File: src/rtl/ssd1306_spi_rx.sv
// ssd1306_spi_rx
//   Receive-side model of the SSD1306 4-wire SPI interface. The SPI pins are
//   oversampled in the clk_in domain and assembled into bytes. Command bytes
//   update a shadow register set. Data bytes produce frame-buffer writes.
//
//   Optional feature macro: SSD1306_RX_HADDR_EN
//     defined   : the argument of opcode 0x20 selects the addressing mode
//                 (0 = horizontal, 1/2 = page; reset mode is 2)
//     undefined : the 0x20 argument is consumed and ignored (page mode only)
//
//   Ports
//     clk_in, reset_in  : system clock, asynchronous active-high reset
//     oled_csn          : chip select, active low
//     oled_dc           : 1 = data, 0 = command
//     oled_clk          : SPI clock, mode 0
//     oled_mosi         : serial data, MSB first
//     fb_we/addr/data   : one-cycle frame-buffer write (addr = page*COLUMNS+col)
//     cmd_valid         : one-cycle pulse per command-phase byte
//     cmd_code          : the command/argument byte
//     cmd_arg           : qualifies cmd_valid, byte was consumed as an argument
//     start_line        : display start line
//     display_offset    : display offset
//     contrast          : contrast setting (resets to 8'h7F)
//     o_dbg_state       : FSM state, 0 = S_CMD, 1 = S_ARG
//
//   Handshake: fb_we and cmd_valid are single-cycle strobes with no
//   back-pressure; their companion outputs are valid only in the strobe cycle
//   and hold their last value otherwise.
module ssd1306_spi_rx #(
    parameter int COLUMNS = 128,
    parameter int PAGES   = 8,
    parameter int ADDR_W  = 10
) (
    input  logic              clk_in,
    input  logic              reset_in,
    input  logic              oled_csn,
    input  logic              oled_dc,
    input  logic              oled_clk,
    input  logic              oled_mosi,
    output logic              fb_we,
    output logic [ADDR_W-1:0] fb_addr,
    output logic [7:0]        fb_data,
    output logic              cmd_valid,
    output logic [7:0]        cmd_code,
    output logic              cmd_arg,
    output logic [5:0]        start_line,
    output logic [5:0]        display_offset,
    output logic [7:0]        contrast,
    output logic              o_dbg_state
);

    typedef enum logic {S_CMD = 1'b0, S_ARG = 1'b1} state_t;

    // Two-flop synchronisers; the clock gets a third flop for edge detection.
    logic [1:0] r_csn_s;
    logic [2:0] r_sck_s;
    logic [1:0] r_mosi_s;
    logic [1:0] r_dc_s;

    always_ff @(posedge clk_in or posedge reset_in) begin
        if (reset_in) begin
            r_csn_s  <= 2'b11;
            r_sck_s  <= 3'b000;
            r_mosi_s <= 2'b00;
            r_dc_s   <= 2'b00;
        end else begin
            r_csn_s  <= {r_csn_s[0], oled_csn};
            r_sck_s  <= {r_sck_s[1:0], oled_clk};
            r_mosi_s <= {r_mosi_s[0], oled_mosi};
            r_dc_s   <= {r_dc_s[0], oled_dc};
        end
    end

    logic       w_csn;
    logic       w_sck_rise;
    logic       w_mosi;
    logic       w_dc;
    logic [7:0] w_byte;
    logic       w_done;

    state_t      r_state;
    logic [7:0]  r_op;
    logic [6:0]  r_shreg;
    logic [2:0]  r_bitcnt;
    logic [6:0]  r_col;
    logic [2:0]  r_page;
`ifdef SSD1306_RX_HADDR_EN
    logic [1:0]  r_mode;
`endif

    assign w_csn      = r_csn_s[1];
    assign w_sck_rise = r_sck_s[1] & ~r_sck_s[2] & ~w_csn;
    assign w_mosi     = r_mosi_s[1];
    assign w_dc       = r_dc_s[1];
    // The completed byte includes the bit arriving on this edge.
    assign w_byte     = {r_shreg, w_mosi};
    assign w_done     = w_sck_rise && (r_bitcnt == 3'd7);

    assign o_dbg_state = (r_state == S_ARG);

    function automatic logic takes_arg(input logic [7:0] op);
        case (op)
            8'h20, 8'h81, 8'h8D, 8'hA8, 8'hD3,
            8'hD5, 8'hD9, 8'hDA, 8'hDB: takes_arg = 1'b1;
            default:                    takes_arg = 1'b0;
        endcase
    endfunction

    always_ff @(posedge clk_in or posedge reset_in) begin
        if (reset_in) begin
            r_state        <= S_CMD;
            r_op           <= 8'h00;
            r_shreg        <= 7'd0;
            r_bitcnt       <= 3'd0;
            r_col          <= 7'd0;
            r_page         <= 3'd0;
`ifdef SSD1306_RX_HADDR_EN
            r_mode         <= 2'd2;
`endif
            fb_we          <= 1'b0;
            fb_addr        <= '0;
            fb_data        <= 8'h00;
            cmd_valid      <= 1'b0;
            cmd_code       <= 8'h00;
            cmd_arg        <= 1'b0;
            start_line     <= 6'd0;
            display_offset <= 6'd0;
            contrast       <= 8'h7F;
        end else begin
            fb_we     <= 1'b0;
            cmd_valid <= 1'b0;

            if (w_csn) begin
                // Partial byte is discarded; FSM and pointers are kept.
                r_bitcnt <= 3'd0;
            end else if (w_sck_rise) begin
                r_shreg  <= w_byte[6:0];
                r_bitcnt <= r_bitcnt + 3'd1;
            end

            if (w_done) begin
                if (w_dc) begin
                    fb_we   <= 1'b1;
                    fb_addr <= ADDR_W'(r_page) * ADDR_W'(COLUMNS) + ADDR_W'(r_col);
                    fb_data <= w_byte;
                    if (r_col == 7'(COLUMNS - 1)) begin
                        r_col <= 7'd0;
`ifdef SSD1306_RX_HADDR_EN
                        if (r_mode == 2'd0)
                            r_page <= (r_page == 3'(PAGES - 1)) ? 3'd0 : r_page + 3'd1;
`endif
                    end else begin
                        r_col <= r_col + 7'd1;
                    end
                    // A data byte aborts any pending argument.
                    r_state <= S_CMD;
                end else begin
                    cmd_valid <= 1'b1;
                    cmd_code  <= w_byte;
                    if (r_state == S_CMD) begin
                        cmd_arg <= 1'b0;
                        if (w_byte[7:4] == 4'h0) begin
                            r_col[3:0] <= w_byte[3:0];
                        end else if (w_byte[7:4] == 4'h1) begin
                            r_col[6:4] <= w_byte[2:0];
                        end else if (w_byte[7:6] == 2'b01) begin
                            start_line <= w_byte[5:0];
                        end else if (w_byte[7:3] == 5'b10110) begin
                            if ({1'b0, w_byte[2:0]} >= 4'(PAGES))
                                r_page <= 3'(PAGES - 1);
                            else
                                r_page <= w_byte[2:0];
                        end else if (takes_arg(w_byte)) begin
                            r_op    <= w_byte;
                            r_state <= S_ARG;
                        end
                    end else begin
                        cmd_arg <= 1'b1;
                        case (r_op)
                            8'hD3:   display_offset <= w_byte[5:0];
                            8'h81:   contrast       <= w_byte;
`ifdef SSD1306_RX_HADDR_EN
                            8'h20:   r_mode         <= w_byte[1:0];
`endif
                            default: ;
                        endcase
                        r_state <= S_CMD;
                    end
                end
            end
        end
    end

endmodule

File: config.mk
export PLATFORM = sky130hd
export DESIGN_NAME = ssd1306_spi_rx
export DESIGN_NICKNAME = d
export VERILOG_FILES = /design/src/rtl/ssd1306_spi_rx.sv
export SDC_FILE = /design/constraint.sdc
export NUM_CORES = 1
export LEC_CHECK = 0
export CAP_MARGIN = 20
export CORE_UTILIZATION = 53
export DETAILED_ROUTE_END_ITERATION = 8
export PLACE_DENSITY = 0.89
export SYNTH_ARGS = -nofsm -noshare
export SYNTH_HDL_FRONTEND = slang
export SYNTH_SLANG_ARGS = --single-unit
File: constraint.sdc
create_clock -name clk_in -period 7.5 [get_ports clk_in]
set_clock_uncertainty 0.1 [all_clocks]
set_input_delay 1.875 -clock clk_in [delete_from_list [all_inputs] [get_ports clk_in]]
set_output_delay 1.875 -clock clk_in [all_outputs]
set_load 0.03 [all_outputs]
# Word-level counts from Yosys, hierarchy flattened
# Index checks and enable logic that the tools add are counted.
# totals
word_cells,95
regBits,87
output_inout_bits,50
in_bits,6
# op_classes
eq_ne,18
n_bitwise,10
addsub,3
reduce_logical,16
mux,28
# op_table
op,n
$eq A8 B8 Y1 const B,10
$mux W7,3
$mux W1,20
$mux W3,4
$reduce_and A4 Y1,3
$add A10 B7 Y10,1
$reduce_or A9 Y1,1
$eq A8 B6 Y1 const B,1
$not A1 Y1,8
$reduce_and A8 Y1,1
$add A7 B1 Y7 const B,1
$eq A7 B7 Y1 const B,1
$reduce_and A7 Y1,1
$reduce_and A2 Y1,3
$reduce_and A6 Y1,1
$reduce_bool A2 Y1,3
$eq A5 B5 Y1 const B,1
$eq A4 B1 Y1 const B,1
$logic_not A4 Y1,1
$mux W4,1
$ne A2 B2 Y1 const B,2
$add A3 B1 Y3 const B,1
$eq A3 B3 Y1 const B,1
$reduce_and A3 Y1,1
3 further kinds,4

# Logic depth before layout (Yosys ltp)
# depth
word_depth,17
depth_mapped,7
ltp_nobuf,7

# Least setup slack after synthesis
# No wires, ideal clock.
# synth_path
kind,register to output
from,reg contrast[0]
to,out contrast[0]
t_arrival_ps,595
path_stages_with_launch,1
n_path_buf,0
required_time_ps,5525
slack_ps,4930
path_cell_list,dfstp_2
# synth_rtl
element,line_no,source
from (decl),48,"output logic [7:0] contrast,"
from (signal assigned),181,8'h81: contrast <= w_byte;
# No word-level cell between the ends.

# Final worst setup path
# layout_path
from,reg r_state (netlist: o_dbg_state)
to,out o_dbg_state
# layout_rtl
element,line_no,source
from (decl),81,state_t r_state;
from (signal assigned),111,r_state <= S_CMD;
from (signal assigned),156,r_state <= S_CMD;
from (signal assigned),175,r_state <= S_ARG;
to (decl),49,output logic o_dbg_state
# No word-level cell between the ends.

==> reports/summary.md <==
Yosys
* sky130_fd_sc_hd__dfrtp_1 — most frequent cell after synthesis
* 0 — EDFF count, synth
* 0.547 — fraction of post-synthesis cell area in the top cell type by area
* 0.613 — sequential fraction of the synthesis area
* 78 x sky130_fd_sc_hd__dfrtp_1, 53 x sky130_fd_sc_hd__mux2_2, 18 x sky130_fd_sc_hd__nand2_1, 18 x sky130_fd_sc_hd__o21ai_0, 11 x sky130_fd_sc_hd__nor2_1 — synth cell count leaders
* 13.5 um2 — Avg Inst Size Synth
* sky130_fd_sc_hd__dfrtp_1 55%, sky130_fd_sc_hd__mux2_2 17%, sky130_fd_sc_hd__dfstp_2 6.6% — top cells by area, synth
* 42 — number of library cell types mapped by synthesis
* 274 — Mapped Nets
* 0 — Syn. warnings
* 265 — number of instances in the synthesized netlist
* 1.00 — FFs w/ async S/R, synth
* sky130_fd_sc_hd__dfrtp_1 — Main synth FF type
* 87 — count of state elements after synthesis
* 3570 um2 — netlist area before placement
* sky130_fd_sc_hd__dfrtp_1 — Synth area leader

Cells and area
* 2190 um2 — sequential cell area
* 329 — Final nets
* 438 — Fill cells
* 0.274 — fraction of layout cells with a size suffix above 1
* 0 — number of antenna repair diodes
* 22.8% — growth of design area from synthesis to finish
* 0.683 — end-of-flow core utilization
* 1270 um2 — Multi-input gate area

Worst setup path
* 750 ps — delay of the slowest critical-path stage
* flop — startpoint class of the critical path
* flop to output pin — type of the worst setup path
* clkdlybuf4s50_1 — Cell Chain, Critical Path
* 1610 ps — Critical Path AT
* 8 — maximum fanout along the worst path
* buffers and inverters — kind of cell adding the most delay to the critical path
* output pin — CP Capture Type
* sky130_fd_sc_hd__clkdlybuf4s50_1 — slowest cell on the critical path
* 5530 ps — data required time of the worst path
* 1 — combined buffer and inverter count along the critical path

Die
* 6420 um2 — core area
* 56 — Boundary Pins
* 84.1 um — die boundary width
* 29 — Core Rows
* 84.1 um — die outline height
* 7070 um2 — die area
* 0.556 — effective utilization at floorplan

Power and ir drop
* 0.181 mV — largest voltage drop on the vdd net
* 0.922 mW — post-layout power
* 2.02 nW — static leakage power
* 210 nW/um2 — power density relative to cell area

Drt
* 2285 — Vias
* 4 — DRC
* 0 — post-detailed-route count of antenna-violating nets
* 5.68 — via-per-instance ratio
* 6 — number of detailed-route iterations in the first pass
* 135 — violation count after the first detailed-routing iteration
* 6.87 mm — Routed Wire Length
* 17.1 um — WL/cell

Clock network
* 90 ps — Clock transition at path regs
* 3 — H-tree level count
* done — TritonCTS clock tree
* 2 — maximum clock insertion buffer count
* sky130_fd_sc_hd__clkbuf_8 — Clock Root Buffer
* 9 — Inserted Clock Buffers
* 0 — Post-CTS Setup Repair Bufs
* 0 — count of hold buffers inserted by post-cts repair
* 0 — Post-CTS Resized
* 87 — clk sinks
* 360 ps — worst-skew pair later-pin latency

STA
* 0.333 — Slew headroom
* 0 ps — Setup Total Neg Slack
* 3590 ps — Period minus WS final
* 279 MHz — highest attainable clock frequency
* 0.478 — Final period util
* 0 — Hold Vio Cnt, Final
* 0 — Final Slew Violations
* 0 — final count of negative-setup-slack endpoints
* 998 ps — Slew @ Worst Pin
* false — setup repair after global routing missed its margin

Place
* 4.48 mm — half-perimeter wire length after detailed placement
* 0.787 — final weighted congestion in routability-driven placement
* 55 — count of buffers from port buffering

Global route
* 0 — global route total overflow
* 2380 — vias in the first global route
* 11.6 mm — global-route wire length before repair
* 0 — antenna violations before repair
* 88 — pin count of the biggest net entering global routing
* 0.213 — GRT Total Usage

Job
* 0 — number of max-capacitance violations reported

Worst hold path
* flop to flop — kind of path behind the tightest hold check

Run status
* finished with violations — outcome
* DRC — violations in the final reports

[power breakdown]
group          switching, mW  leakage, nW  total [mW]  internal [mW]
Sequential            0.0452         1.16       0.527          0.482
Clock                  0.176        0.105       0.338          0.162
Combinational         0.0313        0.757      0.0568         0.0254
[path summary, 6_finish.rpt]
check / to / slack, ps / startpoint / cells past startpoint
max reg2reg: start_line[0] / 4860 / r_bitcnt[0] / 6
max: o_dbg_state / 3910 / o_dbg_state / 1
min in group asynchronous: r_sck_s[0] / 1770 / reset_in / 3
min reg2reg: r_dc_s[1] / 260 / r_dc_s[0] / 0
min: r_dc_s[1] / 260 / r_dc_s[0] / 0
max in group asynchronous: contrast[2] / 4880 / reset_in / 4
[stage by stage]
stage / std cells / hold slack, ps / area [um2] / worst slack, ps
6_report: 402 / 256 / 4380 / 3910
4_1_cts: 401 / 257 / 4360 / 3920
3_5_place_dp: 385 / 236 / 4150 / 4120
3_3_place_gp: 385 / 233 / 4150 / 4150
5_1_grt: 402 / 265 / 4380 / 3860
2_1_floorplan: 265 / 231 / 3570 / 3290
[sequential cells by signal, summed over array words and instances (netlist names), 3 cells and up]
name and flops:
display_offset 6, r_op 8, start_line 6, fb_data 8, r_col 7, fb_addr 10
r_sck_s 3, contrast 8, r_bitcnt 3, r_page 3, cmd_code 8, r_shreg 7
[final cells by class]
| cell class | count | area share |
|---|---|---|
| Sequential cell | 87 | 0.499 |
| Multi-Input combinational cell | 156 | 0.289 |
| Timing Repair Buffer | 57 | 0.134 |
| Clock buffer | 9 | 0.0283 |
| Tap cell | 77 | 0.0220 |
| Clock inverter | 7 | 0.0197 |
| Inverter | 9 | 0.00799 |
[routing by layer]
| layer | GRT usage | vias to the layer above | wire length (um) |
|---|---|---|---|
| met5 | 0 | - | 0 |
| met4 | 0.0752 | 0 | 113 |
| met3 | 0.0564 | 11 | 348 |
| met2 | 0.347 | 75 | 3520 |
| met1 | 0.278 | 1150 | 2890 |
| li1 | - | 1049 | - |
[placed cells by master, fill, tap and decap left out, types with 6 or more instances in the layout]
master	n
sky130_fd_sc_hd__clkdlybuf4s50_1	55
sky130_fd_sc_hd__dfstp_2	9
sky130_fd_sc_hd__nand3_1	6
sky130_fd_sc_hd__clkbuf_8	9
sky130_fd_sc_hd__dfrtp_1	78
sky130_fd_sc_hd__a21oi_1	8
sky130_fd_sc_hd__nor2_1	11
sky130_fd_sc_hd__inv_1	8
sky130_fd_sc_hd__nand2_1	18
sky130_fd_sc_hd__mux2_2	53
sky130_fd_sc_hd__o21ai_0	18
[logic make-up after synthesis]
| logic type | count (synthesis) | share of synthesized area |
|---|---|---|
| AOI/OAI and AO/OA | 38 | 0.0641 |
| xor gates and xnor gates | 1 | 0.00245 |
| adders and majority gates | 4 | 0.0133 |
| buffers and inverters | 22 | 0.0315 |
| DFF | 87 | 0.613 |
| muxes | 56 | 0.176 |
| and+or+nand+nor | 57 | 0.0999 |
No activity file was read; power rests on OpenSTA's default activity.
